`src/rtl/div_pkg.sv`:
```
// Shared types and helpers for the sequential restoring divider.
// Two's-complement helpers work on a MAX_BITS container; callers truncate to their own width.
package div_pkg;

    typedef enum logic [1:0] {
        IDLE = 2'd0,
        ITER = 2'd1,
        FIX  = 2'd2
    } state_t;

    localparam int MAX_BITS = 64;

    function automatic int count_width(input int n);
        return $clog2(n) + 1;
    endfunction

    function automatic logic [MAX_BITS-1:0] twos_neg(input logic [MAX_BITS-1:0] v);
        return ~v + MAX_BITS'(1);
    endfunction

    function automatic logic [MAX_BITS-1:0] twos_mag(input logic [MAX_BITS-1:0] v,
                                                     input logic             neg);
        return neg ? twos_neg(v) : v;
    endfunction

endpackage

```
`src/rtl/shift_sub_seq_divider_cond_subtractor.sv`:
```
// Ripple subtractor a - b built from full-adder cells (b inverted, carry-in 1).
// Combinational; nonneg is the final carry-out, i.e. a >= b unsigned.
module full_adder (
    input  logic a,
    input  logic b,
    input  logic ci,
    output logic s,
    output logic co
);
    assign s  = a ^ b ^ ci;
    assign co = (a & b) | (ci & (a ^ b));
endmodule

module cond_subtractor #(
    parameter int W = 33
) (
    input  logic [W-1:0] a,
    input  logic [W-1:0] b,
    output logic [W-1:0] diff,
    output logic         nonneg
);
    logic [W:0] carry;

    assign carry[0] = 1'b1;

    for (genvar i = 0; i < W; i++) begin : g_bit
        full_adder u_fa (
            .a  (a[i]),
            .b  (~b[i]),
            .ci (carry[i]),
            .s  (diff[i]),
            .co (carry[i+1])
        );
    end

    assign nonneg = carry[W];
endmodule

```
`src/rtl/shift_sub_seq_divider.sv`:
```
// Radix-2 restoring divider, signed/unsigned per operation; num_bits+1 cycles start-to-done
// (1 cycle on divide by zero). start is accepted only while idle; busy and done never overlap.
module shift_sub_seq_divider
    import div_pkg::*;
#(
    parameter int num_bits = 32
) (
    input  logic                clk,
    input  logic                rst_n,
    input  logic                start,
    input  logic                sign_op,
    input  logic [num_bits-1:0] dividend,
    input  logic [num_bits-1:0] divisor,
    output logic [num_bits-1:0] quotient,
    output logic [num_bits-1:0] remainder,
    output logic                busy,
    output logic                done,
    output logic                div_by_zero
);
    localparam int N  = num_bits;
    localparam int CW = count_width(num_bits);

    function automatic logic [N-1:0] neg_n(input logic [N-1:0] v, input logic neg);
        return N'(twos_mag(MAX_BITS'(v), neg));
    endfunction

    state_t        state_q, state_d;
    logic [CW-1:0] cnt_q, cnt_d;
    logic [N:0]    pr_q, pr_d;
    logic [N-1:0]  dq_q, dq_d;     // dividend magnitude shifting out, quotient shifting in
    logic [N-1:0]  dvs_q, dvs_d;
    logic          q_neg_q, q_neg_d;
    logic          r_neg_q, r_neg_d;
    logic          zero_q, zero_d;
    logic [N-1:0]  quo_q, quo_d;
    logic [N-1:0]  rem_q, rem_d;
    logic          done_q, done_d;
    logic          dbz_q, dbz_d;

    logic [N:0]    shifted;
    logic [N:0]    diff;
    logic          nonneg;

    assign shifted = (pr_q << 1) | {{N{1'b0}}, dq_q[N-1]};

    cond_subtractor #(.W(N + 1)) u_sub (
        .a      (shifted),
        .b      ({1'b0, dvs_q}),
        .diff   (diff),
        .nonneg (nonneg)
    );

    always_comb begin
        state_d = state_q;
        cnt_d   = cnt_q;
        pr_d    = pr_q;
        dq_d    = dq_q;
        dvs_d   = dvs_q;
        q_neg_d = q_neg_q;
        r_neg_d = r_neg_q;
        zero_d  = zero_q;
        quo_d   = quo_q;
        rem_d   = rem_q;
        done_d  = 1'b0;
        dbz_d   = dbz_q;
        case (state_q)
            IDLE: begin
                if (start) begin
                    dq_d    = neg_n(dividend, sign_op & dividend[N-1]);
                    dvs_d   = neg_n(divisor, sign_op & divisor[N-1]);
                    q_neg_d = sign_op & (dividend[N-1] ^ divisor[N-1]);
                    r_neg_d = sign_op & dividend[N-1];
                    zero_d  = (divisor == '0);
                    pr_d    = '0;
                    cnt_d   = '0;
                    dbz_d   = 1'b0;
                    state_d = (divisor == '0) ? FIX : ITER;
                end
            end
            ITER: begin
                pr_d  = nonneg ? diff : shifted;
                dq_d  = {dq_q[N-2:0], nonneg};
                cnt_d = cnt_q + CW'(1);
                if (cnt_q == CW'(N - 1)) begin
                    state_d = FIX;
                end
            end
            FIX: begin
                done_d  = 1'b1;
                state_d = IDLE;
                if (zero_q) begin
                    // re-negating the captured magnitude recovers the raw dividend
                    quo_d = '1;
                    rem_d = neg_n(dq_q, r_neg_q);
                    dbz_d = 1'b1;
                end else begin
                    quo_d = neg_n(dq_q, q_neg_q);
                    rem_d = neg_n(pr_q[N-1:0], r_neg_q);
                end
            end
            default: state_d = IDLE;
        endcase
    end

    always_ff @(posedge clk or negedge rst_n) begin
        if (!rst_n) begin
            state_q <= IDLE;
            cnt_q   <= '0;
            pr_q    <= '0;
            dq_q    <= '0;
            dvs_q   <= '0;
            q_neg_q <= 1'b0;
            r_neg_q <= 1'b0;
            zero_q  <= 1'b0;
            quo_q   <= '0;
            rem_q   <= '0;
            done_q  <= 1'b0;
            dbz_q   <= 1'b0;
        end else begin
            state_q <= state_d;
            cnt_q   <= cnt_d;
            pr_q    <= pr_d;
            dq_q    <= dq_d;
            dvs_q   <= dvs_d;
            q_neg_q <= q_neg_d;
            r_neg_q <= r_neg_d;
            zero_q  <= zero_d;
            quo_q   <= quo_d;
            rem_q   <= rem_d;
            done_q  <= done_d;
            dbz_q   <= dbz_d;
        end
    end

    assign quotient    = quo_q;
    assign remainder   = rem_q;
    assign busy        = (state_q != IDLE);
    assign done        = done_q;
    assign div_by_zero = dbz_q;

endmodule

```
`config.mk`:
```
export PLATFORM = sky130hd
export DESIGN_NAME = shift_sub_seq_divider
export DESIGN_NICKNAME = d
export VERILOG_FILES = /design/src/rtl/div_pkg.sv /design/src/rtl/shift_sub_seq_divider_cond_subtractor.sv /design/src/rtl/shift_sub_seq_divider.sv
export SDC_FILE = /design/constraint.sdc
export NUM_CORES = 1
export LEC_CHECK = 0
export CAP_MARGIN = 10
export CORE_ASPECT_RATIO = 1.25
export CORE_MARGIN = 4
export CORE_UTILIZATION = 30
export DETAILED_ROUTE_END_ITERATION = 10
export REMOVE_ABC_BUFFERS = 1
export SYNTH_ARGS = -nofsm -noshare
export SYNTH_HDL_FRONTEND = slang
export SYNTH_SLANG_ARGS = --single-unit
```
`constraint.sdc`:
```
create_clock -name clk -period 14.6 [get_ports clk]
set_clock_uncertainty 0.2 [all_clocks]
set_input_delay 2.19 -clock clk [delete_from_list [all_inputs] [get_ports clk]]
set_output_delay 2.19 -clock clk [all_outputs]
set_load 0.02 [all_outputs]
```
==> impl_metrics.env <==
export IMPL_status="finished, final reports clean"
export IMPL_start_kind="flip-flop"
export IMPL_hold_path_class="flip-flop to flip-flop"
export IMPL_die_area_sq_mm=0.0410
export IMPL_synth_seq_cells=173
export IMPL_p_sw_share_pct=44.6
export IMPL_overflow=0
export IMPL_rrSetupSlack_ns=0.96
export IMPL_cp_arrival_ns=13.78
export IMPL_maxCapViolCount=0
export IMPL_clock_sinks=173
export IMPL_vias_per_cell=5.35
export IMPL_cp_max_fo=17
export IMPL_slew_headroom_pct=24.9
export IMPL_cp_slowest_stage_delay_ns=0.45
export IMPL_setup_violations_final=0
export IMPL_pre_cts_ws_ns=0.892
export IMPL_synth_cells=1268
export IMPL_tightest_slew_ns=1.13
export IMPL_drc_errors=0
export IMPL_dp_hpwl_microns=24200
export IMPL_synthTopCellsByArea="dfrtp_1 38%, xor2_1 6.6%, fa_1 5.5%"
export IMPL_seqPwrFrac_pct=36.9
export IMPL_postPlaceCellArea_sq_mm=0.0130
export IMPL_ys_types=68
export IMPL_cts_setup_buffers=0
export IMPL_wl_microns=34300
export IMPL_synth_warnings=0
export IMPL_wl_per_cell_microns=18.8
export IMPL_core_sq_mm=0.0373
export IMPL_hold_end="dvs_q[8]"
export IMPL_yosysSeqAreaShare_pct=38.2
export IMPL_end_kind="flip-flop"
export IMPL_slowest_stage="dfrtp_1"
export IMPL_grtUsageTotal_pct=16.6
export IMPL_cts_buffers=17
export IMPL_root_buffer="clkbuf_16"
export IMPL_cts_resized=0
export IMPL_syn_avg_cell_area_sq_um=8.94
export IMPL_finalCritPeriodShare_pct=93.5
export IMPL_hold_depth=2
export IMPL_start_util_pct=30.4
export IMPL_fillers=3809
export IMPL_tns_ns=0
export IMPL_clock_latency_ns=0.45
export IMPL_synth_top_area_cell="dfrtp_1"
export IMPL_drv_slew=0
export IMPL_critPathKind="flip-flop to flip-flop"
export IMPL_clkTransAtPathRegs_ns=0.08
export IMPL_reg2reg_depth=42
export IMPL_switchingPower_w=0.00113
export IMPL_cts_tree="done"
export IMPL_port_buffers=134
export IMPL_rows=79
export IMPL_worst_slack_ns=0.955
export IMPL_nNetsFinal=1431
export IMPL_path_common_cell="fa_1"
export IMPL_fin_crit_ns=13.64
export IMPL_die_y_microns=225
export IMPL_utilization_pct=36.5
export IMPL_syn2layout_area_growth_pct=20.0
export IMPL_yosysTopAreaCellShare_pct=38.2
export IMPL_rsz0062_at_grt="no"
export IMPL_power_leakage_nw=5.23
export IMPL_dr_first_iter_drc_count=823
export IMPL_htreeDepth=4
export IMPL_combinationalPowerShare_pct=44.8
export IMPL_synth_edf_count=0
export IMPL_p_per_area_mw_per_mm2=186
export IMPL_vias=9771
export IMPL_vdd_drop_max_mv=0.0939
export IMPL_gp_congestion=0.823
export IMPL_async_flop_share_pct=100
export IMPL_p_int_w=0.00140
export IMPL_hp_start="dvs_q[8]"
export IMPL_max_freq_mhz=73.3
export IMPL_holdBufCountCts=0
export IMPL_cp_required_ns=14.73
export IMPL_hold_viol_final=0
export IMPL_dr_pass1_iters=5
export IMPL_pin_count=135
export IMPL_grt_pass1_wl_microns=55000
export IMPL_worstReg2RegStart="dq_q[31]"
export IMPL_die_w_microns=182
export IMPL_power_frac_clock_pct=18.3
export IMPL_ant_nets=0
export IMPL_timing_rr_end="pr_q[8]"
export IMPL_fin_area_sq_mm=0.0136
export IMPL_grt_max_degree=102
export IMPL_antenna_found_initial=0
export IMPL_drive_above_1_share_pct=6.12
export IMPL_cts_max_path_buffers=2
export IMPL_synthFlopType="dfrtp_1"
export IMPL_synth_area_sq_mm=0.0113
export IMPL_grt_pass1_vias=9663
export IMPL_antenna_diode_count=0
==> cell type report <==
class	count	area, sq um	share of cell area, %
Multi-Input combinational cell	933	6430	47.2
Clock inverter	14	148	1.09
Inverter	52	195	1.43
Tap cell	486	608	4.47
Clock buffer	18	429	3.15
Sequential cell	173	4330	31.8
Timing Repair Buffer	149	1470	10.8
==> through the flow <==
| step | std cells | hold slack (ns) | total power, W |
|---|---|---|---|
| 2_1_floorplan | 1158 | 0.243 | 0.00168 |
| 3_3_place_gp | 1792 | 0.263 | 0.00203 |
| 3_5_place_dp | 1792 | 0.270 | 0.00207 |
| 4_1_cts | 1824 | 0.289 | 0.00255 |
| 5_1_grt | 1825 | 0.306 | 0.00276 |
| 6_report | 1825 | 0.280 | 0.00253 |
==> layer usage <==
metal / wire length, microns / vias to the layer above / track usage (%)
li1: - / 4664 / -
met1: 15600 / 4752 / 22.9
met2: 16000 / 307 / 26.8
met3: 1690 / 48 / 2.41
met4: 932 / 0 / 5.64
met5: 0 / - / 0
==> cell usage in the layout (no fill, tap or decap), types with 7 or more instances in the layout <==
cell,n
nand3_1,51
o31ai_1,31
nor4_1,17
fa_1,31
buf_4,14
nor2_1,83
inv_1,51
o211ai_1,17
a41oi_1,8
xnor2_1,35
o41ai_1,21
nor3_1,23
clkbuf_16,17
clkdlybuf4s50_1,133
a21oi_1,53
mux2i_1,47
a31oi_1,21
nand2_1,105
xor2_1,85
or4_1,8
nand2b_1,7
dfrtp_1,173
o21ai_1,52
nand4_1,15
a22oi_1,27
o221ai_1,13
or3_1,9
o21ai_0,85
==> Yosys cell counts (all sizes together), types with 3 or more instances <==
master    n
dfrtp   173
o21ai   139
nand2   105
clkbuf   91
nor2     86
xor2     85
a21oi    53
inv      52
nand3    51
mux2i    47
xnor2    35
fa       31
o31ai    31
a22oi    27
nor3     25
nor4     23
a31oi    21
o41ai    21
buf      19
o211ai   17
nand4    15
o221ai   13
or3      11
or4      10
nand2b    9
a41oi     8
ha        6
or2       6
and3      5
mux2      5
nand4b    5
a211oi    4
and2      4
nor3b     4
a22o      3
and4      3
or3b      3
==> registers in the layout, indices dropped and copies added (netlist names) <==
name         cells
zero_q           1
pr_q            32
q_neg_q          1
done             1
dvs_q           32
remainder       32
quotient        32
cnt_q            6
dq_q            32
div_by_zero      1
state_q          2
r_neg_q          1
==> logic make-up (layout without fill, tap and decap cells) <==
group / count (synthesis) / count (layout) / share of synthesized area (%)
xor+xnor: 120 / 120 / 9.27
mux: 53 / 53 / 4.84
fa+ha+maj: 37 / 37 / 6.14
buf+inv: 162 / 233 / 5.41
simple gates: 369 / 369 / 16.4
flops: 173 / 173 / 38.2
compound gates: 354 / 354 / 19.8
==> worst max-delay path, delay by kind of cell, from the launching register on <==
family	cells	cell delay, ns
AOI/OAI and AO/OA	1	0.08
adders and majority gates	32	11.69
buffers and inverters	7	0.72
DFF	1	0.45
muxes	1	0.25
and+or+nand+nor	1	0.12
==> how the worst max path moves through the flow <==
stage,slack [ns],endpoint,from
after detailed placement,0.89,pr_q[8],dq_q[31]
after floorplan,0.71,pr_q[23],dq_q[31]
after global routing,0.39,pr_q[5],dq_q[31]
after global placement,1.09,pr_q[7],dq_q[31]
final,0.96,pr_q[8],dq_q[31]
after CTS,0.89,pr_q[12],dq_q[31]
==> power by group through the flow <==
stage | Clock (W) | Sequential [W] | Combinational [W]
3_5_place_dp | 0 | 0.000940 | 0.00113
5_1_grt | 0.000493 | 0.000969 | 0.00130
3_3_place_gp | 0 | 0.000931 | 0.00110
4_1_cts | 0.000474 | 0.000931 | 0.00114
6_report | 0.000464 | 0.000933 | 0.00113
2_1_floorplan | 0 | 0.000879 | 0.000805
No activity file was read; power rests on OpenSTA's default activity.
